<file path="config.mk">
export PLATFORM = sky130hd
export DESIGN_NAME = stream_widen_nto32_flat
export DESIGN_NICKNAME = d
export VERILOG_FILES = /design/src/rtl/stream_widen_nto32_pkg.sv /design/src/rtl/stream_widen_nto32_if.sv /design/src/rtl/stream_widen_nto32.sv /design/src/flat_wrapper.sv
export SDC_FILE = /design/constraint.sdc
export NUM_CORES = 1
export LEC_CHECK = 0
export ABC_AREA = 1
export CAP_MARGIN = 5
export CORE_MARGIN = 3
export CORE_UTILIZATION = 30
export DETAILED_ROUTE_END_ITERATION = 8
export PLACE_DENSITY = 0.54
export SYNTH_ARGS = -nofsm -noshare
export SYNTH_HDL_FRONTEND = slang
export SYNTH_SLANG_ARGS = --single-unit
export TNS_END_PERCENT = 5
</file>
<file path="constraint.sdc">
create_clock -name clk -period 12.6 [get_ports clk]
set_input_delay 2.52 -clock clk [delete_from_list [all_inputs] [get_ports clk]]
set_output_delay 2.52 -clock clk [all_outputs]
set_load 0.01 [all_outputs]
</file>
<file path="src/rtl/stream_widen_nto32_pkg.sv">
// Shared constants for the narrow-to-256-bit widening buffer: stream geometry
// and the slot-count helper used to size the write pointer.
package stream_pkg;

    localparam int STREAM_BYTES = 32;
    localparam int BUFFER_BYTES = 96;
    localparam int SEGMENTS     = 3;

    typedef logic [1:0] seg_idx_t;

    function automatic int slots(input int in_words);
        return BUFFER_BYTES / in_words;
    endfunction

endpackage

</file>
<file path="src/rtl/stream_widen_nto32_if.sv">
// Valid/ready bundle for the widening buffer: narrow input stream plus 256-bit output stream.
interface stream_widen_nto32_if #(
    parameter int IN_WIDTH = 48
);
    logic [IN_WIDTH-1:0] stream_in;
    logic                stream_in_valid;
    logic                stream_in_ready;
    logic [255:0]        stream_out;
    logic                stream_out_valid;
    logic                stream_out_ready;

    modport slave (
        input  stream_in,
        input  stream_in_valid,
        output stream_in_ready,
        output stream_out,
        output stream_out_valid,
        input  stream_out_ready
    );

    modport master (
        output stream_in,
        output stream_in_valid,
        input  stream_in_ready,
        input  stream_out,
        input  stream_out_valid,
        output stream_out_ready
    );
endinterface

</file>
<file path="src/rtl/stream_widen_nto32.sv">
// Packs IN_WORDS-byte beats into 32-byte beats through a 96-byte circular buffer
// with per-byte occupancy flags and a single registered output stage.
module stream_widen_nto32
    import stream_pkg::*;
#(
    parameter int IN_WORDS = 6,
    parameter int SB_WIDTH = slots(IN_WORDS),
    parameter int WR_WIDTH = (SB_WIDTH > 1) ? $clog2(SB_WIDTH) : 1,
    parameter int IN_WIDTH = IN_WORDS * 8
) (
    input  logic                  clk,
    input  logic                  rst_n,
    stream_widen_nto32_if.slave   bus
);

    generate
        if (IN_WORDS < 1 || IN_WORDS > STREAM_BYTES || (BUFFER_BYTES % IN_WORDS) != 0) begin : g_bad_in_words
            $error("stream_widen_nto32: IN_WORDS must divide 96 and be <= 32");
        end
    endgenerate

    logic [8*BUFFER_BYTES-1:0] buffer_q, buffer_d;
    logic [BUFFER_BYTES-1:0]   used_q, used_d, byte_set, byte_clr;
    logic [WR_WIDTH-1:0]       wr_ptr_q, wr_ptr_d;
    seg_idx_t                  rd_seg_q, rd_seg_d;
    logic [8*STREAM_BYTES-1:0] out_q, out_d, seg_data;
    logic                      out_valid_q, out_valid_d;
    logic                      in_ready, wr_fire, seg_full, rd_load;

    // A slot is writable only when every byte it covers is free, so a slot
    // straddling two segments waits until both have been drained.
    assign in_ready = rst_n && (used_q[IN_WORDS*wr_ptr_q +: IN_WORDS] == '0);
    assign wr_fire  = bus.stream_in_valid && in_ready;
    assign rd_load  = (!out_valid_q || bus.stream_out_ready) && seg_full;

    always_comb begin
        seg_full = 1'b0;
        seg_data = '0;
        for (int g = 0; g < SEGMENTS; g++) begin
            if (rd_seg_q == seg_idx_t'(g)) begin
                seg_full = &used_q[STREAM_BYTES*g +: STREAM_BYTES];
                seg_data = buffer_q[8*STREAM_BYTES*g +: 8*STREAM_BYTES];
            end
        end
    end

    // Per-byte write/clear decode; set and clear never hit the same byte.
    generate
        for (genvar gi = 0; gi < BUFFER_BYTES; gi++) begin : g_byte
            localparam int SLOT = gi / IN_WORDS;
            localparam int LANE = gi % IN_WORDS;
            localparam int SEG  = gi / STREAM_BYTES;

            assign byte_set[gi] = wr_fire && (wr_ptr_q == WR_WIDTH'(SLOT));
            assign byte_clr[gi] = rd_load && (rd_seg_q == seg_idx_t'(SEG));
            assign used_d[gi]   = byte_set[gi] | (used_q[gi] & ~byte_clr[gi]);
            assign buffer_d[8*gi +: 8] = byte_set[gi] ? bus.stream_in[8*LANE +: 8]
                                                      : buffer_q[8*gi +: 8];
        end
    endgenerate

    always_comb begin
        wr_ptr_d    = wr_ptr_q;
        rd_seg_d    = rd_seg_q;
        out_d       = out_q;
        out_valid_d = out_valid_q;

        if (wr_fire) begin
            wr_ptr_d = (wr_ptr_q == WR_WIDTH'(SB_WIDTH - 1)) ? '0 : wr_ptr_q + 1'b1;
        end

        if (rd_load) begin
            out_d       = seg_data;
            out_valid_d = 1'b1;
            rd_seg_d    = (rd_seg_q == seg_idx_t'(SEGMENTS - 1)) ? '0 : rd_seg_q + 1'b1;
        end else if (bus.stream_out_ready) begin
            out_valid_d = 1'b0;
        end
    end

    always_ff @(posedge clk) begin
        if (!rst_n) begin
            used_q      <= '0;
            wr_ptr_q    <= '0;
            rd_seg_q    <= '0;
            out_valid_q <= 1'b0;
        end else begin
            used_q      <= used_d;
            wr_ptr_q    <= wr_ptr_d;
            rd_seg_q    <= rd_seg_d;
            out_valid_q <= out_valid_d;
        end
    end

    // Data paths carry no reset; occupancy flags alone decide what is live.
    always_ff @(posedge clk) begin
        buffer_q <= buffer_d;
        out_q    <= out_d;
    end

    assign bus.stream_in_ready  = in_ready;
    assign bus.stream_out       = out_q;
    assign bus.stream_out_valid = out_valid_q;

endmodule

</file>
<file path="src/flat_wrapper.sv">
// flat-port wrapper written by rule: the top's interface ports become plain ports
module stream_widen_nto32_flat import stream_pkg::*;
#(
    parameter int IN_WORDS = 6,
    parameter int SB_WIDTH = slots(IN_WORDS),
    parameter int WR_WIDTH = (SB_WIDTH > 1) ? $clog2(SB_WIDTH) : 1,
    parameter int IN_WIDTH = IN_WORDS * 8
)
  (clk, rst_n, bus_stream_in, bus_stream_in_valid, bus_stream_in_ready, bus_stream_out, bus_stream_out_valid, bus_stream_out_ready);
  stream_widen_nto32_if #(.IN_WIDTH(IN_WIDTH)) bus_i ();
  input  logic clk;
  input  logic rst_n;
  input wire logic [$bits(bus_i.stream_in)-1:0] bus_stream_in;
  input wire logic [$bits(bus_i.stream_in_valid)-1:0] bus_stream_in_valid;
  output wire logic [$bits(bus_i.stream_in_ready)-1:0] bus_stream_in_ready;
  output wire logic [$bits(bus_i.stream_out)-1:0] bus_stream_out;
  output wire logic [$bits(bus_i.stream_out_valid)-1:0] bus_stream_out_valid;
  input wire logic [$bits(bus_i.stream_out_ready)-1:0] bus_stream_out_ready;
  assign bus_i.stream_in = bus_stream_in;
  assign bus_i.stream_in_valid = bus_stream_in_valid;
  assign bus_stream_in_ready = bus_i.stream_in_ready;
  assign bus_stream_out = bus_i.stream_out;
  assign bus_stream_out_valid = bus_i.stream_out_valid;
  assign bus_i.stream_out_ready = bus_stream_out_ready;
  stream_widen_nto32 #(.IN_WORDS(IN_WORDS), .SB_WIDTH(SB_WIDTH), .WR_WIDTH(WR_WIDTH), .IN_WIDTH(IN_WIDTH)) u_core (.clk(clk), .rst_n(rst_n), .bus(bus_i));
endmodule
</file>
==> run summary, run 1 <==
status -> finished, violations left
failing checks -> max-slew violations
Final GP Congestion -> 0.825
Post-synth ARST share -> 0%
vias in the first global route -> 22300
largest net degree at the start of global routing -> 182
commonest cells after routing, fill and taps aside -> edfxtp_1 (1024), nand2_1 (1003), nand3_1 (280), clkdlybuf4s50_1 (276), clkbuf_16 (117)
Setup WS post-layout -> 5730 ps
CTS Hold Bufs -> 0
Hold Fails Final Rpt -> 0
setup_tns -> 0 ps
highest routed layer -> met4
starting density of the core -> 30.4%
R2R cell count -> 13
IO buf count -> 309
Leakage -> 16.5 nW
Area Overhead vs Synth -> 22.1%
Clock Latency Late Sink -> 760 ps
CP Max Fanout -> 6
worst slew pin tran -> 1520 ps
commonest non-fill, non-tap cell in the layout -> edfxtp_1
Global Route Usage Sum -> 17.0%
Hold WC Path Type -> flip-flop to flip-flop
critical path class -> input pin to primary output
Max-Slew Margin vs Limit -> -1.15%
# fillers -> 12600
Initial DRC Count -> 2600
Post-Route WL -> 120000 um
DR WL met3 -> 9470 um
FMAX -> 0.146 GHz
first-pass GRT wire length -> 167000 um
Gate Count Post-Synth -> 2874
post-synthesis sequential area ratio -> 81.4%
FP Rows -> 133
Crit path required time -> 10080 ps
fin crit share -> 54.5%
FF-to-FF Start -> u_core.wr_ptr_q[1]
unrepaired setup endpoints after global routing -> no
die area -> 139000 sq um
Sequential cell area -> 32800 sq um
Max-Cap Viols -> 0
Clock Pin Slew Worst Setup and Hold Paths -> 60 ps
layout cell share with drive strength beyond 1 -> 8.41%
Setup Skew -> 65.6 ps
R2R Setup Slk -> 8200 ps
cts bufs inserted -> 117
Vias/cell -> 4.69
remaining global-route overflow -> 0
DRC viols -> 0
worst r2r dst -> u_core.buffer_q[1]
CTS tree -> yes
DP Cell Count -> 4858
Longest Clk Path Bufs -> 3
clk sink count -> 1127
Main synth FF type -> edfxtp_1
Post-Synthesis Net Count -> 2930
worst vdd ir -> 110 uV
final core occ -> 37.2%
via count -> 23800
width of the chip -> 373 um
H-tree levels -> 3
Setup Slack @ Placement -> 5630 ps
fin cells -> 5082
Synthesis Warnings -> 0
initial antenna violation count -> 19
fin crit period -> 6870 ps
Seq cells post-synth -> 1127
routed length on met1 -> 51200 um
IO Pins -> 310
worst hold slack -> 469 ps
fin. max-slew vios -> 24
# setup viols final -> 0
crit path to -> bus_stream_in_ready
drt pass-1 iters -> 5
Clock Tree Root -> clkbuf_16
syn avg cell area -> 14.0 sq um
Detail Route Antenna Nets -> 0
core area -> 132000 sq um
Post-synth EDFFs -> 1024
Cell variety after synth -> 29
Crit path arrival time -> 4350 ps
PwrDens -> 161 nW/um^2
kind of start point of the critical path -> input pin
post-cts sizing count -> 0
WL per Instance -> 23.6 um
CP Capture Type -> primary output
layout net count -> 3278
Detail Route met2 WL -> 55400 um
Mapped Area -> 40300 sq um
DIE HEIGHT -> 373 um
Setup Buffers After CTS -> 0
post-DP HPWL -> 67500 um
crit path launch -> rst_n
Multi-input gate area -> 6830 sq um
[area by class of cell]
cell class | instances | area share [%]
sequential | 1127 | 66.7
multi-input combinational | 1558 | 13.9
timing repair buffer | 349 | 6.61
clock buffer | 144 | 6.26
tap | 1755 | 4.46
clock inverter | 70 | 1.53
inverter | 69 | 0.562
antenna | 10 | 0.0508
[power by group]
group          internal [W]  leakage [nW]  switching, W  total [W]
registers           0.00413          10.0     0.0000133    0.00414
clock network       0.00198          1.87       0.00146    0.00344
logic             0.0000804          4.57      0.000291   0.000372
[synth_stat cells (2+ instances only)]
cell type     n  area share (%)
a21oi_1      92             1.1
a21oi_2       6            0.13
buf_1         8           0.075
buf_2         5           0.062
buf_4         4           0.075
buf_6         6            0.17
clkbuf_1     96            0.89
dfxtp_1     103             5.1
edfxtp_1   1024              76
ha_1          4            0.12
inv_1        65            0.61
inv_2         2           0.019
nand2_1    1003             9.3
nand3_1     280             3.5
nand4_1      38            0.59
nand4_4       9            0.47
nor2_1       84            0.78
nor2_2        2           0.031
nor3_1        7           0.087
nor4_1        2           0.031
o21ai_0      15            0.19
o21ai_1      12            0.15
[cell families after synthesis]
logic type	count (synthesis)	share of synthesized area, %
AO/OA/AOI/OAI	126	1.63
adder cells (fa/ha/maj)	4	0.124
buffers and inverters	189	1.97
flip-flops	1127	81.4
AND/OR/NAND/NOR	1428	14.9
[critical path, stage by stage]
cell and delay (ps):
clkdlybuf4s50_1 590, nand4_1 150, nor4_1 470, clkdlybuf4s50_1 630
[registers in the layout, summed over array words and instances (netlist names)]
signal / cells
u_core.buffer_q: 768
u_core.wr_ptr_q: 4
u_core.bus.stream_out_valid: 1
u_core.rd_seg_q: 2
u_core.used_q: 96
u_core.bus.stream_out: 256
[through the flow]
| step | total power [W] | cell area (sq um) |
|---|---|---|
| finish | 0.00795 | 49200 |
| global placement | 0.00459 | 45400 |
| detailed placement | 0.00459 | 45400 |
| CTS | 0.00804 | 49200 |
| floorplan | 0.00442 | 40300 |
| global route | 0.00822 | 49200 |
[worst min-delay path by stage]
stage / start / to / slack, ps / cells after the start
after floorplan: u_core.used_q[0] / u_core.used_q[0] / 450 / 2
after detailed placement: u_core.used_q[3] / u_core.used_q[3] / 460 / 2
after CTS: u_core.used_q[3] / u_core.used_q[3] / 470 / 2
final: u_core.buffer_q[267] / u_core.bus.stream_out[11] / 470 / 2
after global routing: u_core.used_q[39] / u_core.used_q[39] / 500 / 2
after global placement: u_core.used_q[3] / u_core.used_q[3] / 460 / 2
[metal layers]
metal  global-route usage, %  up-vias
met5                       0        -
met4                    5.84        0
met2                    26.1      932
met3                    3.49      164
met1                    23.9    11900
li1                        -    10900
Power figures use the tool's default switching activity.
==> inputs of run 2 (changes only) <==
==> constraint.sdc (replaced) <==
create_clock -name clk -period 7 [get_ports clk]
set_input_delay 1.4 -clock clk [delete_from_list [all_inputs] [get_ports clk]]
set_output_delay 1.4 -clock clk [all_outputs]
set_load 0.01 [all_outputs]
==> run summary, run 2 (synthesis results as in run 1) <==
status -> finished, final reports clean
kind of start point of the critical path -> flip-flop
highest routed layer -> met5
Clock Latency Late Sink -> 760 ps
FP Rows -> 133
DR WL met3 -> 10800 um
Worst path most repeated cell -> nand2_1
starting density of the core -> 30.4%
commonest non-fill, non-tap cell in the layout -> edfxtp_1
unrepaired setup endpoints after global routing -> no
Longest Clk Path Bufs -> 3
FMAX -> 0.178 GHz
Max-Cap Viols -> 0
CP Capture Type -> primary output
Setup Buffers After CTS -> 0
Clock Tree Root -> clkbuf_16
width of the chip -> 373 um
fin crit period -> 5620 ps
CP Cell Sequence -> inv_1 > nand3_1 > nand2_1 > nand2_1 > o21ai_0 > nor2_1 > nand2_1 > nor4_1 > clkdlybuf4s50_1
Crit path required time -> 5600 ps
largest net degree at the start of global routing -> 204
Final GP Congestion -> 0.834
setup_tns -> 0 ps
max incr delay on CP -> 950 ps
critical path class -> flip-flop to primary output
worst vdd ir -> 195 uV
CTS tree -> yes
cell family with most CP delay -> buffers and inverters
layout net count -> 3281
CP Max Fanout -> 24
Post-Route WL -> 122000 um
Max-Slew Margin vs Limit -> 15.5%
commonest cells after routing, fill and taps aside -> edfxtp_1 (1024), nand2_1 (1003), nand3_1 (280), clkdlybuf4s50_1 (279), clkbuf_16 (118)
WP buf/inv -> 2
PwrDens -> 288 nW/um^2
DIE HEIGHT -> 373 um
Crit path arrival time -> 4220 ps
Hold WC Path Type -> flip-flop to flip-flop
initial antenna violation count -> 29
Leakage -> 16.4 nW
clk sink count -> 1127
die area -> 139000 sq um
Area Overhead vs Synth -> 21.9%
Global Route Usage Sum -> 17.3%
largest register by flop count -> u_core.buffer_q
cts bufs inserted -> 115
Setup Skew -> 78.6 ps
Hold Fails Final Rpt -> 0
fin. max-slew vios -> 0
via count -> 24100
final core occ -> 37.1%
Detail Route met2 WL -> 56300 um
# setup viols final -> 0
Clock Pin Slew Worst Setup and Hold Paths -> 60 ps
fin crit share -> 80.3%
IO buf count -> 309
post-DP HPWL -> 72400 um
first-pass GRT wire length -> 170000 um
Detail Route Antenna Nets -> 0
layout cell share with drive strength beyond 1 -> 8.39%
Vias/cell -> 4.73
CTS Hold Bufs -> 0
DRC viols -> 0
core area -> 132000 sq um
worst slew pin tran -> 1260 ps
drt pass-1 iters -> 5
remaining global-route overflow -> 0
WL per Instance -> 24.0 um
H-tree levels -> 3
vias in the first global route -> 22600
IO Pins -> 310
CP max-delay cell -> dfxtp_1
Initial DRC Count -> 2472
max FFs per register -> 768
post-cts sizing count -> 0
routed length on met1 -> 51400 um
## run 2: final cells by class
class                           count  area [sq um]
Antenna cell                        6          15.0
Clock buffer                      153          3120
Clock inverter                     63           586
Fill cell                       12700         83300
Inverter                           69           273
Multi-Input combinational cell   1558          6830
Sequential cell                  1127         32800
Tap cell                         1755          2200
Timing Repair Buffer              354          3310
## run 2: worst paths after layout
kind | start | to | slack (ps) | cells past startpoint
hold / removal | u_core.used_q[32] | u_core.used_q[32] | 470 | 2
hold reg to reg | u_core.used_q[32] | u_core.used_q[32] | 470 | 2
setup / recovery | u_core.wr_ptr_q[1] | bus_stream_in_ready | 1380 | 9
setup reg to reg | u_core.wr_ptr_q[1] | u_core.buffer_q[631] | 2050 | 11
## run 2: stage by stage
stage | setup WS, ps | power [W] | cell area [sq um] | hold WS [ps] | instances
final | 1380 | 0.0142 | 49100 | 466 | 5085
after global routing | 1070 | 0.0146 | 49100 | 490 | 5079
after CTS | 1180 | 0.0143 | 49100 | 468 | 5079
after detailed placement | 1890 | 0.00830 | 45400 | 460 | 4863
after global placement | 1880 | 0.00830 | 45400 | 456 | 4863
after floorplan | 1040 | 0.00796 | 40300 | 445 | 2874
## run 2: worst reg2reg max path, delay by kind of cell, from the launching register on
family / cells / cell delay, ps
AND/OR/NAND/NOR: 9 / 2630
buffers and inverters: 2 / 1070
flip-flops: 1 / 950
## run 2: metal layers
layer / GRT usage [%] / vias up
li1: - / 10800
met1: 23.5 / 12000
met2: 26.8 / 1022
met3: 4.51 / 176
met4: 5.81 / 2
met5: 0 / -
## run 2: where the power goes
part / internal (W) / switching (W) / total (W) / leakage [nW]
combinational: 0.000146 / 0.000549 / 0.000694 / 4.59
clock: 0.00336 / 0.00263 / 0.00599 / 1.79
sequential: 0.00742 / 0.0000411 / 0.00747 / 10.0
==> inputs of run 3 (changes only) <==
==> constraint.sdc (replaced) <==
create_clock -name clk -period 5.5 [get_ports clk]
set_input_delay 1.1 -clock clk [delete_from_list [all_inputs] [get_ports clk]]
set_output_delay 1.1 -clock clk [all_outputs]
set_load 0.01 [all_outputs]
==> run summary, run 3 (synthesis results as in run 1) <==
clk sink count -> 1127
hold path depth -> 2
post-cts sizing count -> 0
critical path class -> flip-flop to primary output
DIE HEIGHT -> 373 um
die area -> 139000 sq um
# setup viols final -> 0
Max-Cap Viols -> 0
fin. max-slew vios -> 0
initial antenna violation count -> 17
FP Rows -> 133
CP max-delay cell -> dfxtp_1
core area -> 132000 sq um
Max-Slew Margin vs Limit -> 17.3%
worst slew pin tran -> 1240 ps
status -> finished, final reports clean
IO buf count -> 309
FMAX -> 0.206 GHz
H-tree levels -> 3
via count -> 24100
Tot Pwr -> 0.0179 W
CP Cell Sequence -> buf_4 > nand2_1 > nand3_1 > nand2_1 > nand2_1 > o21ai_0 > nor2_1 > nand2_1 > nor4_1 > clkdlybuf4s50_1
Global Route Usage Sum -> 17.2%
Hold WC Path Type -> flip-flop to flip-flop
CP Max Fanout -> 24
Longest Clk Path Bufs -> 3
cts bufs inserted -> 116
fin crit period -> 4860 ps
Detail Route Antenna Nets -> 0
Setup Skew -> 73.7 ps
width of the chip -> 373 um
max incr delay on CP -> 910 ps
WP buf/inv -> 2
fin crit share -> 88.3%
largest net degree at the start of global routing -> 177
Initial DRC Count -> 2538
CTS tree -> yes
Area Overhead vs Synth -> 22.2%
Setup Slack @ Placement -> 1220 ps
Setup Buffers After CTS -> 0
Clock Tree Root -> clkbuf_16
Crit. path cell count -> 10
Vias/cell -> 4.74
DRC viols -> 0
Post-Route WL -> 122000 um
WL per Instance -> 24.0 um
vias in the first global route -> 22700
starting density of the core -> 30.4%
max FFs per register -> 768
kind of start point of the critical path -> flip-flop
layout cell share with drive strength beyond 1 -> 8.59%
Clock Latency Late Sink -> 720 ps
Crit path required time -> 4400 ps
Sequential cell area -> 32800 sq um
post-DP HPWL -> 71400 um
CTS Hold Bufs -> 0
Worst path most repeated cell -> nand2_1
layout net count -> 3291
drt pass-1 iters -> 7
Crit path arrival time -> 3760 ps
worst vdd ir -> 278 uV
Multi-input gate area -> 6840 sq um
Hold Fails Final Rpt -> 0
IO Pins -> 310
setup_tns -> 0 ps
Setup WS post-layout -> 643 ps
cell family with most CP delay -> buffers and inverters
first-pass GRT wire length -> 170000 um
PwrDens -> 363 nW/um^2
commonest cells after routing, fill and taps aside -> edfxtp_1 (1024), nand2_1 (1002), nand3_1 (280), clkdlybuf4s50_1 (279), clkbuf_16 (116)
remaining global-route overflow -> 0
Final GP Congestion -> 0.888
unrepaired setup endpoints after global routing -> no
# fillers -> 12600
CP Capture Type -> primary output
commonest non-fill, non-tap cell in the layout -> edfxtp_1
Leakage -> 16.5 nW
Clock Pin Slew Worst Setup and Hold Paths -> 60 ps
R2R cell count -> 12
largest register by flop count -> u_core.buffer_q
-- run 3: changes by cell type in the layout (fill, tap and decap cells not counted), sizes merged --
cell / before / now
clkinv: 51 / 55
diode: 6 / 7
bufinv: 6 / 7
inv: 70 / 72
clkbuf: 153 / 144
buf: 75 / 84
clkinvlp: 5 / 2
-- run 3: final timing paths --
path,end,start,slack [ps]
max reg2reg,u_core.buffer_q[630],u_core.wr_ptr_q[0],1430
min,u_core.used_q[39],u_core.used_q[39],470
min reg2reg,u_core.used_q[39],u_core.used_q[39],470
max,bus_stream_in_ready,u_core.wr_ptr_q[0],640
-- run 3: per-layer routing --
layer	GRT usage, %	vias to the layer above	wire, um
met1	24.5	12100	53100
met2	26.4	1007	55700
met5	0	-	0
met3	2.98	166	9380
met4	6.21	0	4050
li1	-	10900	-
-- run 3: worst reg2reg max path, delay by kind of cell, from the launching register on --
kind	cells	cell delay, ps
compound gates	1	110
simple gates	9	1960
buf+inv	2	780
flops	1	910
-- run 3: power breakdown --
group	internal [W]	switching (W)	leakage, nW	total, W
registers	0.00945	0.0000441	10.0	0.00949
logic	0.000196	0.000667	4.66	0.000864
clock network	0.00425	0.00329	1.77	0.00754
total	0.0139	0.00400	16.5	0.0179
-- run 3: per-stage QoR --
step           hold slack (ps)  area, sq um  std cells  util (%)
3_3_place_gp               455        45600       4872      34.4
2_1_floorplan              445        40300       2874         -
6_report                   466        49300       5090      37.2
3_5_place_dp               456        45600       4872      34.4
5_1_grt                    490        49200       5083      37.2
4_1_cts                    466        49200       5083      37.2
-- run 3: cell type report --
cell class / instances / area share, %
Timing Repair Buffer: 363 / 7.08
Tap cell: 1755 / 4.46
Antenna cell: 7 / 0.0356
Sequential cell: 1127 / 66.6
Clock inverter: 67 / 1.19
Clock buffer: 144 / 6.19
Inverter: 69 / 0.554
Multi-Input combinational cell: 1558 / 13.9
